[src/rtl/nn_pkg.sv]
// Shared definitions for the output-layer / training datapath.
// Provides the class count, the signed Q4.12 word type, the common Q4.12
// constants and the streaming-FSM state encoding.
package nn_pkg;

    localparam int unsigned NUM_CLASSES = 10;

    typedef logic signed [15:0] q412_t;

    localparam q412_t Q412_ONE    = 16'h1000;   // 1.0
    localparam q412_t Q412_ZERO   = 16'h0000;   // 0.0
    localparam q412_t Q412_THRESH = 16'h0400;   // 0.25

    typedef enum logic {
        IDLE,
        STREAM
    } state_t;

endpackage

[src/rtl/sat_sub16.sv]
// Combinational 16-bit signed saturating subtract: y = sat16(a - b).
// Ports:
//   a  in  16  minuend, signed
//   b  in  16  subtrahend, signed
//   y  out 16  difference clamped to [-32768, 32767]
module sat_sub16
    import nn_pkg::*;
(
    input  q412_t a,
    input  q412_t b,
    output q412_t y
);

    logic signed [16:0] diff;

    always_comb begin
        diff = {a[15], a} - {b[15], b};
        // Overflow exactly when the two top bits of the 17-bit result differ;
        // bit 16 then carries the true sign.
        if (diff[16] != diff[15]) begin
            y = diff[16] ? 16'sh8000 : 16'sh7FFF;
        end else begin
            y = diff[15:0];
        end
    end

endmodule

[src/rtl/label_to_target.sv]
// Converts a digit label into the one-hot Q4.12 target vector and streams it
// one class per handshake, together with the saturated error
// (target - output-layer value) for that class. The output-layer vector is
// snapshotted when the label is accepted.
// Ports:
//   clk          in   1        system clock
//   n_rst        in   1        asynchronous active-low reset
//   label_valid  in   1        label offered
//   label        in   4        digit label (legal 0..NUM_CLASSES-1)
//   neural_out   in   N x 16   output-layer values, sampled at accept
//   clear        in   1        synchronous abort, highest priority
//   label_ready  out  1        block idle and able to accept a label
//   tgt_valid    out  1        tgt_* and err_value valid
//   tgt_ready    in   1        downstream accepts current word
//   tgt_index    out  4        class index of current word
//   tgt_value    out  16       target word
//   err_value    out  16       sat(tgt_value - snapshot[tgt_index])
//   tgt_last     out  1        current word is the final class
//   bad_label    out  1        pulse for an out-of-range accepted label
module label_to_target
    import nn_pkg::*;
#(
    parameter int unsigned     NUM_CLASSES = nn_pkg::NUM_CLASSES,
    parameter int unsigned     WIDTH       = 16,
    parameter logic [WIDTH-1:0] ONE_VAL    = Q412_ONE,
    parameter logic [WIDTH-1:0] ZERO_VAL   = Q412_ZERO
)
(
    input  logic                                clk,
    input  logic                                n_rst,
    input  logic                                label_valid,
    input  logic [3:0]                          label,
    input  logic [NUM_CLASSES-1:0][WIDTH-1:0]   neural_out,
    input  logic                                clear,
    output logic                                label_ready,
    output logic                                tgt_valid,
    input  logic                                tgt_ready,
    output logic [3:0]                          tgt_index,
    output logic [WIDTH-1:0]                    tgt_value,
    output logic [WIDTH-1:0]                    err_value,
    output logic                                tgt_last,
    output logic                                bad_label
);

    localparam logic [3:0] LAST_IDX = 4'(NUM_CLASSES - 1);

    state_t           state_q, state_d;
    logic [3:0]       idx_q, idx_d;
    logic [3:0]       label_q;
    logic [WIDTH-1:0] snap_q [NUM_CLASSES];
    logic [WIDTH-1:0] value_q, value_d;
    logic [WIDTH-1:0] err_q, err_d;
    logic             last_q, last_d;
    logic             bad_q, bad_d;

    logic             accept;
    logic [3:0]       nxt_idx;
    logic [3:0]       nxt_label;
    logic [WIDTH-1:0] nxt_value;
    logic [WIDTH-1:0] nxt_snap;
    q412_t            sub_y;

    assign accept = (state_q == IDLE) && label_valid && !clear;

    // The word presented next is computed one cycle ahead so every output is
    // a plain register. On accept the snapshot is still being loaded, so
    // class 0 takes its operand straight from the input bus.
    always_comb begin
        nxt_idx   = '0;
        nxt_label = label_q;
        nxt_snap  = '0;
        if (state_q == IDLE) begin
            nxt_label = label;
            nxt_snap  = neural_out[0];
        end else if (idx_q < LAST_IDX) begin
            nxt_idx  = idx_q + 4'd1;
            nxt_snap = snap_q[idx_q + 4'd1];
        end
        // Labels beyond the last class never match an index: all ZERO_VAL.
        nxt_value = (nxt_idx == nxt_label) ? ONE_VAL : ZERO_VAL;
    end

    sat_sub16 u_sat (
        .a (nxt_value),
        .b (nxt_snap),
        .y (sub_y)
    );

    always_comb begin
        state_d = state_q;
        idx_d   = idx_q;
        value_d = value_q;
        err_d   = err_q;
        last_d  = last_q;
        bad_d   = 1'b0;
        if (clear) begin
            state_d = IDLE;
            idx_d   = '0;
            value_d = '0;
            err_d   = '0;
            last_d  = 1'b0;
        end else begin
            unique case (state_q)
                IDLE: begin
                    if (label_valid) begin
                        state_d = STREAM;
                        idx_d   = nxt_idx;
                        value_d = nxt_value;
                        err_d   = sub_y;
                        last_d  = (nxt_idx == LAST_IDX);
                        bad_d   = (label > LAST_IDX);
                    end
                end
                STREAM: begin
                    if (tgt_ready) begin
                        if (last_q) begin
                            state_d = IDLE;
                            idx_d   = '0;
                            value_d = '0;
                            err_d   = '0;
                            last_d  = 1'b0;
                        end else begin
                            idx_d   = nxt_idx;
                            value_d = nxt_value;
                            err_d   = sub_y;
                            last_d  = (nxt_idx == LAST_IDX);
                        end
                    end
                end
                default: state_d = IDLE;
            endcase
        end
    end

    always_ff @(posedge clk or negedge n_rst) begin
        if (!n_rst) begin
            state_q <= IDLE;
            idx_q   <= '0;
            label_q <= '0;
            value_q <= '0;
            err_q   <= '0;
            last_q  <= 1'b0;
            bad_q   <= 1'b0;
            for (int unsigned i = 0; i < NUM_CLASSES; i++) begin
                snap_q[i] <= '0;
            end
        end else begin
            state_q <= state_d;
            idx_q   <= idx_d;
            value_q <= value_d;
            err_q   <= err_d;
            last_q  <= last_d;
            bad_q   <= bad_d;
            if (accept) begin
                label_q <= label;
                for (int unsigned i = 0; i < NUM_CLASSES; i++) begin
                    snap_q[i] <= neural_out[i];
                end
            end
        end
    end

    assign label_ready = (state_q == IDLE);
    assign tgt_valid   = (state_q == STREAM);
    assign tgt_index   = idx_q;
    assign tgt_value   = value_q;
    assign err_value   = err_q;
    assign tgt_last    = last_q;
    assign bad_label   = bad_q;

endmodule

[config.mk]
export PLATFORM = sky130hd
export DESIGN_NAME = label_to_target
export DESIGN_NICKNAME = d
export VERILOG_FILES = /design/src/rtl/nn_pkg.sv /design/src/rtl/sat_sub16.sv /design/src/rtl/label_to_target.sv
export SDC_FILE = /design/constraint.sdc
export NUM_CORES = 1
export LEC_CHECK = 0
export ABC_AREA = 1
export CAP_MARGIN = 10
export CELL_PAD_IN_SITES_DETAIL_PLACEMENT = 0
export CELL_PAD_IN_SITES_GLOBAL_PLACEMENT = 2
export CORE_MARGIN = 1
export CORE_UTILIZATION = 31
export CTS_CLUSTER_SIZE = 25
export DETAILED_ROUTE_END_ITERATION = 10
export GPL_TIMING_DRIVEN = 0
export HOLD_SLACK_MARGIN = 0.03
export PLACE_DENSITY = 0.95
export SLEW_MARGIN = 20
export SYNTH_ARGS = -nofsm -noshare
export SYNTH_HDL_FRONTEND = slang
export SYNTH_SLANG_ARGS = --single-unit
[constraint.sdc]
create_clock -name clk -period 8.12 [get_ports clk]
set_input_delay 1.218 -clock clk [delete_from_list [all_inputs] [get_ports clk]]
set_output_delay 1.218 -clock clk [all_outputs]
set_load 0.005 [all_outputs]
Word level (Yosys, flattened, before mapping)
Cells that the tools add are included.
- output and inout bits: 40
- flip-flop bits (word level): 203
- word-level logic and storage cells: 72
- input bits: 169
- reductions and logical operators: 4
- $lt $le $gt $ge: 3
- mux-type cells: 39
- add/sub/neg operators: 2
- bitwise logic cells: 2
- equal/unequal tests: 5
- operators by type and width (operator ; count):
    16-bit two-way mux ; 13
    16-bit binary-select mux with 4-bit select ; 1
    16-bit one-hot mux with 2 select lines ; 2
    4-bit two-way mux ; 7
    13-bit two-way mux ; 2
    14-bit by 16-bit subtractor with 17-bit output ; 1
    1-bit two-way mux ; 11
    4-bit one-hot mux with 2 select lines ; 1
    3-bit inequality test, second input constant ; 2
    5-bit greater-or-equal comparator, second input constant ; 1
    4-bit inverter with 5-bit output ; 1
    4-bit by 1-bit adder with 4-bit output, second input constant ; 1
    4-bit == test ; 1
    4-bit == test, second input constant ; 1
    4-bit > comparator, second input constant ; 1
    4-bit less-than comparator, second input constant ; 1
    1-bit one-hot mux with 2 select lines ; 2
    1-bit logical AND ; 2
    2-bit AND reduction ; 1
    1-bit logical NOT ; 1
    1-bit inequality test ; 1
    1-bit inverter ; 1

Logic depth before layout (Yosys ltp)
- word-level depth: 14
- depth in mapped cells: 27
- depth with buffers taken out: 22

Hierarchy
From an unflattened synthesis, not the netlist that was laid out.
- cells, all modules: 1369
- area total of the unflattened synthesis: 10246.1 um^2
- by module, submodules not included (module ; area each (um^2) ; cells an instance ; seq. area each (um^2) ; times used):
    label_to_target ; 9059.9 ; 1160 ; 4704.5 ; 1
    sat_sub16 ; 1186.1 ; 209 ; 0.0 ; 1

Least setup slack after synthesis
OpenSTA, ideal clock, no wires.
- path kind: register -> register
- start point: reg idx_q[0] (netlist: tgt_index[0])
- end point: reg err_q[10] (netlist: err_value[10])
- period minus slack after synthesis: 3.465 ns
- arrival time: 3.349 ns
- library setup time: 0.116 ns
- required time: 8.004 ns
- path slack: 4.655 ns
- cell stages (with the launch flop): 27
- buffers on the path: 6
- cell sequence: dfrtp_1 -> buf_6 -> inv_2 -> buf_4 -> buf_4 -> ha_1 -> buf_4 -> inv_2 -> clkbuf_1 -> o21ai_0 -> o22ai_1 -> o21ai_0 -> o21ai_0 -> nand2_1 -> o21ai_0 -> inv_1 -> ha_1 -> inv_1 -> nor2_1 -> nand2_1 -> nor2_2 -> nand2_2 -> nor2_2 -> nor2_4 -> buf_6 -> nand2_1 -> nand2_1
- word-level cells in the longest chain between the ends: 14
- elaborated cells between the ends (all ways): 21
- those cells by class: add/sub: 2; order compare: 1; eq/ne: 2; mux: 15; bitwise: 1
- ends and longest elaborated chain (element ; RTL line ; text):
    from (decl) ; label_to_target.sv:48 ; logic [3:0] idx_q, idx_d;
    from (signal assigned) ; label_to_target.sv:149 ; idx_q <= idx_d;
    4-bit by 1-bit adder with 4-bit output ; label_to_target.sv:76, label_to_target.sv:77 ;
    4-bit inverter with 5-bit output (implied by the code) ; label_to_target.sv:77 ; nxt_snap = snap_q[idx_q + 4'd1];
    16-bit binary-select mux with 4-bit select ; label_to_target.sv:77 ;
    16-bit two-way mux (implied by the code) (2 in a row) ; label_to_target.sv:77 ;
    16-bit two-way mux ; label_to_target.sv:75 ; end else if (idx_q < LAST_IDX) begin
    16-bit two-way mux ; label_to_target.sv:72 ; if (state_q == IDLE) begin
    14-bit by 16-bit subtractor with 17-bit output * ; sat_sub16.sv:17 ; diff = {a[15], a} - {b[15], b};
    16-bit two-way mux / 1-bit inequality test (equally long branches) ; sat_sub16.sv:21, sat_sub16.sv:20 ;
    16-bit two-way mux * ; sat_sub16.sv:20 ; if (diff[16] != diff[15]) begin
    16-bit two-way mux ; label_to_target.sv:116 ; if (last_q) begin
    16-bit two-way mux ; label_to_target.sv:115 ; if (tgt_ready) begin
    16-bit one-hot mux with 2 select lines * ; label_to_target.sv:103 ; unique case (state_q)
    16-bit two-way mux * ; label_to_target.sv:96 ; if (clear) begin
    to (signal assigned) ; label_to_target.sv:151 ; err_q <= err_d;
    to (decl) ; label_to_target.sv:52 ; logic [WIDTH-1:0] err_q, err_d;
Every way passes the cells marked *; elsewhere a longest branch is shown, timed or not. The select of a mux whose other input is x is not followed.
A chain may end at the register's enable or synchronous reset.

Final worst setup path
- start point: reg idx_q[0] (netlist: tgt_index[0])
- end point: reg err_q[5] (netlist: err_value[5])
Same word-level chain as after synthesis.

==> results.tsv <==
stage	metric	value	unit
cts	clock transition at the registers of the reported paths	0.08	ns
setup_path	worst path arrival time	5.38	ns
timing	Worst Tran Pin Value	0.9494	ns
synthesis	Mapped Cells	1365	
setup_path	slowest stage cell, crit path	clkbuf_1	
cts	postcts setup bufs	0	
setup_path	CP Launch Type	register	
cts	CTS Hold Buffers Added	0	
synthesis	largest area contributor in the netlist	dfrtp_1	
synthesis	most frequent cell after synthesis	nand2_1	
setup_path	critical path peak fanout	10	
placement	PortBufs	193	
global_route	grt met3 use	2.808	%
cts	Post-CTS Resized	0	
synthesis	Post-synth EDFFs	0	
drt	vias per inst	4.645	
status	status	finished clean	
power	leakage dissipation	6.392	nW
synthesis	Unique masters post-synth	35	
setup_path	CP required	8.46	ns
drt	vias post-DR	9328	
global_route	Most Crowded Layer GR	met2	
drt	DR pass1 iterations	5	
hold_path	Hold Path Class	reg2reg	
timing	final setup fails	0	
synthesis	ys flop type	dfrtp_1	
drt	remaining antenna violation count	0	
setup_path	most used cell, CP	nand2_1	
timing	sum of negative setup slack	0	ns
run	Max Cap Violations	0	
synthesis	Yosys Warn Count	0	
placement	GP Congestion	0.8566	
power	maximum vdd ir drop	0.0001509	V
cts	total CTS buffers	17	
timing	Final Max Slew Viols	0	
global_route	vias in the first global route	9484	
cts	Clk Latency, worst-skew pair	0.44	ns
timing	unrepaired setup endpoints after global routing	false	
die	FP Rows	65	
synthesis	sequential fraction of the synthesis area	47.09	%
placement	Setup WS pre-CTS	3.191	ns
setup_path	CP max stage delay	0.61	ns
finish	Area Growth Syn to Fin	31.17	%
cts	Clock Sinks	188	
cts	htree depth	4	
drt	DRT iter0 DRCs	700	
global_route	GRT overflow	0	
synthesis	Yosys reg bits	188	
timing	Max-slew headroom	36.71	%
cts	CTS tree	yes	
timing	final cycle utilization of the critical path	62.10	%
synthesis	Async S/R FF share, synth	100.0	%
die	core area	31640	um2
synthesis	Syn Area/Cell	7.319	um2
finish	ant diodes	0	
timing	fmax	198.3	MHz
die	die height	181.5	um
setup_path	CP Buf/Inv Count	10	
timing	final hold violation count	0	
setup_path	Top Family by Delay on Critical Path	buffers and inverters	
global_route	largest net degree at the start of global routing	96	
synthesis	Post-Syn Area	9991	um2
drt	DRC Markers	0	
die	io pins	209	
die	Initial Util	31.58	%
setup_path	critical path class	reg2reg	
synthesis	synth top area cells	dfrtp_1 47%, nand2_1 22%, o21ai_0 6.8%	
synthesis	Post-synth top cells	580 x nand2_1, 188 x dfrtp_1, 136 x o21ai_0, 122 x inv_1, 78 x nor2_1	
global_route	antenna violations before repair	0	
cts	Bufs on Longest Clock Path	2	
finish	final net count	1766	
global_route	GR Util met2	35.52	%
timing	WHS	0.4688	ns
global_route	first-pass GRT wire length	54500	um
setup_path	crit path capture type	register	
placement	final HPWL from detailed placement	26800	um
drt	WL final	34900	um
timing	Fin Clk Skew	0.008619	ns
timing	post-layout minimum cycle time	5.042	ns
power	P per Cell Area	213.6	nW/um2
drt	routed len/inst	17.38	um
die	die area	32950	um2
timing	final worst slack	3.078	ns
cts	Root Buffer	clkbuf_16	
global_route	met1 Use GR	30.59	%
die	die width	181.5	um
finish	layout cells sized above 1	8.531	%
synthesis	top-area cell type share of the netlist area	47.09	%
global_route	GR Util All Layers	22.07	%
logic make-up (layout without fill, tap and decap cells):
kind of cell    count (synthesis)  in the layout  synth area share [%]
simple gates                  781            781                 32.72
buf+inv                       216            443                 9.969
flops                         188            188                 47.09
compound gates                163            163                 8.616
xor+xnor                       11             11                0.9644
fa+ha+maj                       4              4                0.5010
other cells                     1             15               0.03753
mux                             1              1                0.1002
routing by layer:
metal	wire length [um]	up-vias	part of all wire [%]
met5	0	-	0
li1	-	4649	-
met1	16640	4366	48
met3	1636	45	4.7
met4	890	0	2.6
met2	15730	268	45
through the flow:
stage	area [um2]	power, mW	util, %	instances
final	13110	2.799	41.42	2008
after global routing	13110	2.961	41.42	2008
after CTS	13110	2.811	41.42	2008
after detailed placement	12540	1.976	39.64	1976
after global placement	12480	1.965	39.44	1974
after floorplan	10040	1.637	-	1379
cell usage in the layout, fill, tap and decap left out, types with 2 or more instances in the layout:
master	netlist	final
nand2_1	580	580
clkdlybuf4s50_1	0	192
dfrtp_1	188	188
o21ai_0	136	136
inv_1	122	122
nor2_1	78	77
nand3_1	68	68
clkbuf_1	37	39
buf_4	23	23
clkbuf_16	0	17
nand3_2	15	15
conb_1	1	15
nand2_2	12	12
o211ai_1	12	12
buf_6	11	11
buf_2	11	11
inv_2	9	9
xor2_1	8	8
nor2_4	8	8
nor2_2	6	7
nand4_1	5	5
a21oi_1	5	5
nand2_4	4	4
o21ai_1	4	4
ha_1	4	4
clkinvlp_4	0	4
inv_6	0	4
xnor2_1	3	3
a21oi_2	2	2
o22ai_1	2	2
buf_1	2	2
nor3_1	2	2
inv_8	0	2
buf_16	0	2
area by class of cell:
class / instances / area [um2]
clock buffer: 19 / 432.9
timing repair buffer: 195 / 1992
clock inverter: 13 / 131.4
inverter: 132 / 498.0
multi-input combinational: 975 / 4345
fill: 3352 / 18530
tap: 402 / 503.0
sequential: 188 / 4705
buffer: 84 / 498.0
worst register-to-register path, stage by stage, from the launching register on:
cell,delay [ns]
dfrtp_1,0.41
buf_6,0.16
inv_2,0.08
buf_4,0.19
buf_4,0.26
ha_1,0.29
buf_4,0.20
inv_2,0.08
clkbuf_1,0.61
o21ai_0,0.27
o22ai_1,0.37
nor2_1,0.07
o21ai_0,0.25
nand2_1,0.07
o21ai_0,0.11
inv_1,0.08
ha_1,0.35
inv_1,0.11
nor2_1,0.15
nand2_1,0.08
nor2_2,0.14
a21oi_1,0.10
nand2_2,0.14
buf_6,0.19
nand3_2,0.09
nand2_1,0.07
nand2_1,0.04
final timing paths:
check / cells past startpoint / start / to / slack [ns]
max reg2reg: 26 / tgt_index[0]$_DFFE_PN0P_ / err_value[5]$_DFFE_PN0P_ / 3.08
max in group asynchronous: 2 / n_rst / snap_q[37]$_DFFE_PN0P_ / 6.89
min in group asynchronous: 2 / n_rst / err_value[12]$_DFFE_PN0P_ / 0.75
min reg2reg: 2 / snap_q[92]$_DFFE_PN0P_ / snap_q[92]$_DFFE_PN0P_ / 0.47
min: 2 / snap_q[92]$_DFFE_PN0P_ / snap_q[92]$_DFFE_PN0P_ / 0.47
max: 26 / tgt_index[0]$_DFFE_PN0P_ / err_value[5]$_DFFE_PN0P_ / 3.08
power breakdown:
part           total (mW)  internal, mW  leakage, nW  switching (mW)
Combinational       0.768         0.314         3.79           0.454
Clock               0.840         0.432        0.265           0.409
Sequential           1.19          1.11         2.34          0.0789
sequential cells by signal (all words and copies together), names as in the netlist:
name	cells
tgt_valid	1
tgt_last	1
tgt_index	4
tgt_value	1
bad_label	1
err_value	16
label_q	4
snap_q	160
Note: power is estimated with default switching activity, not from simulation.
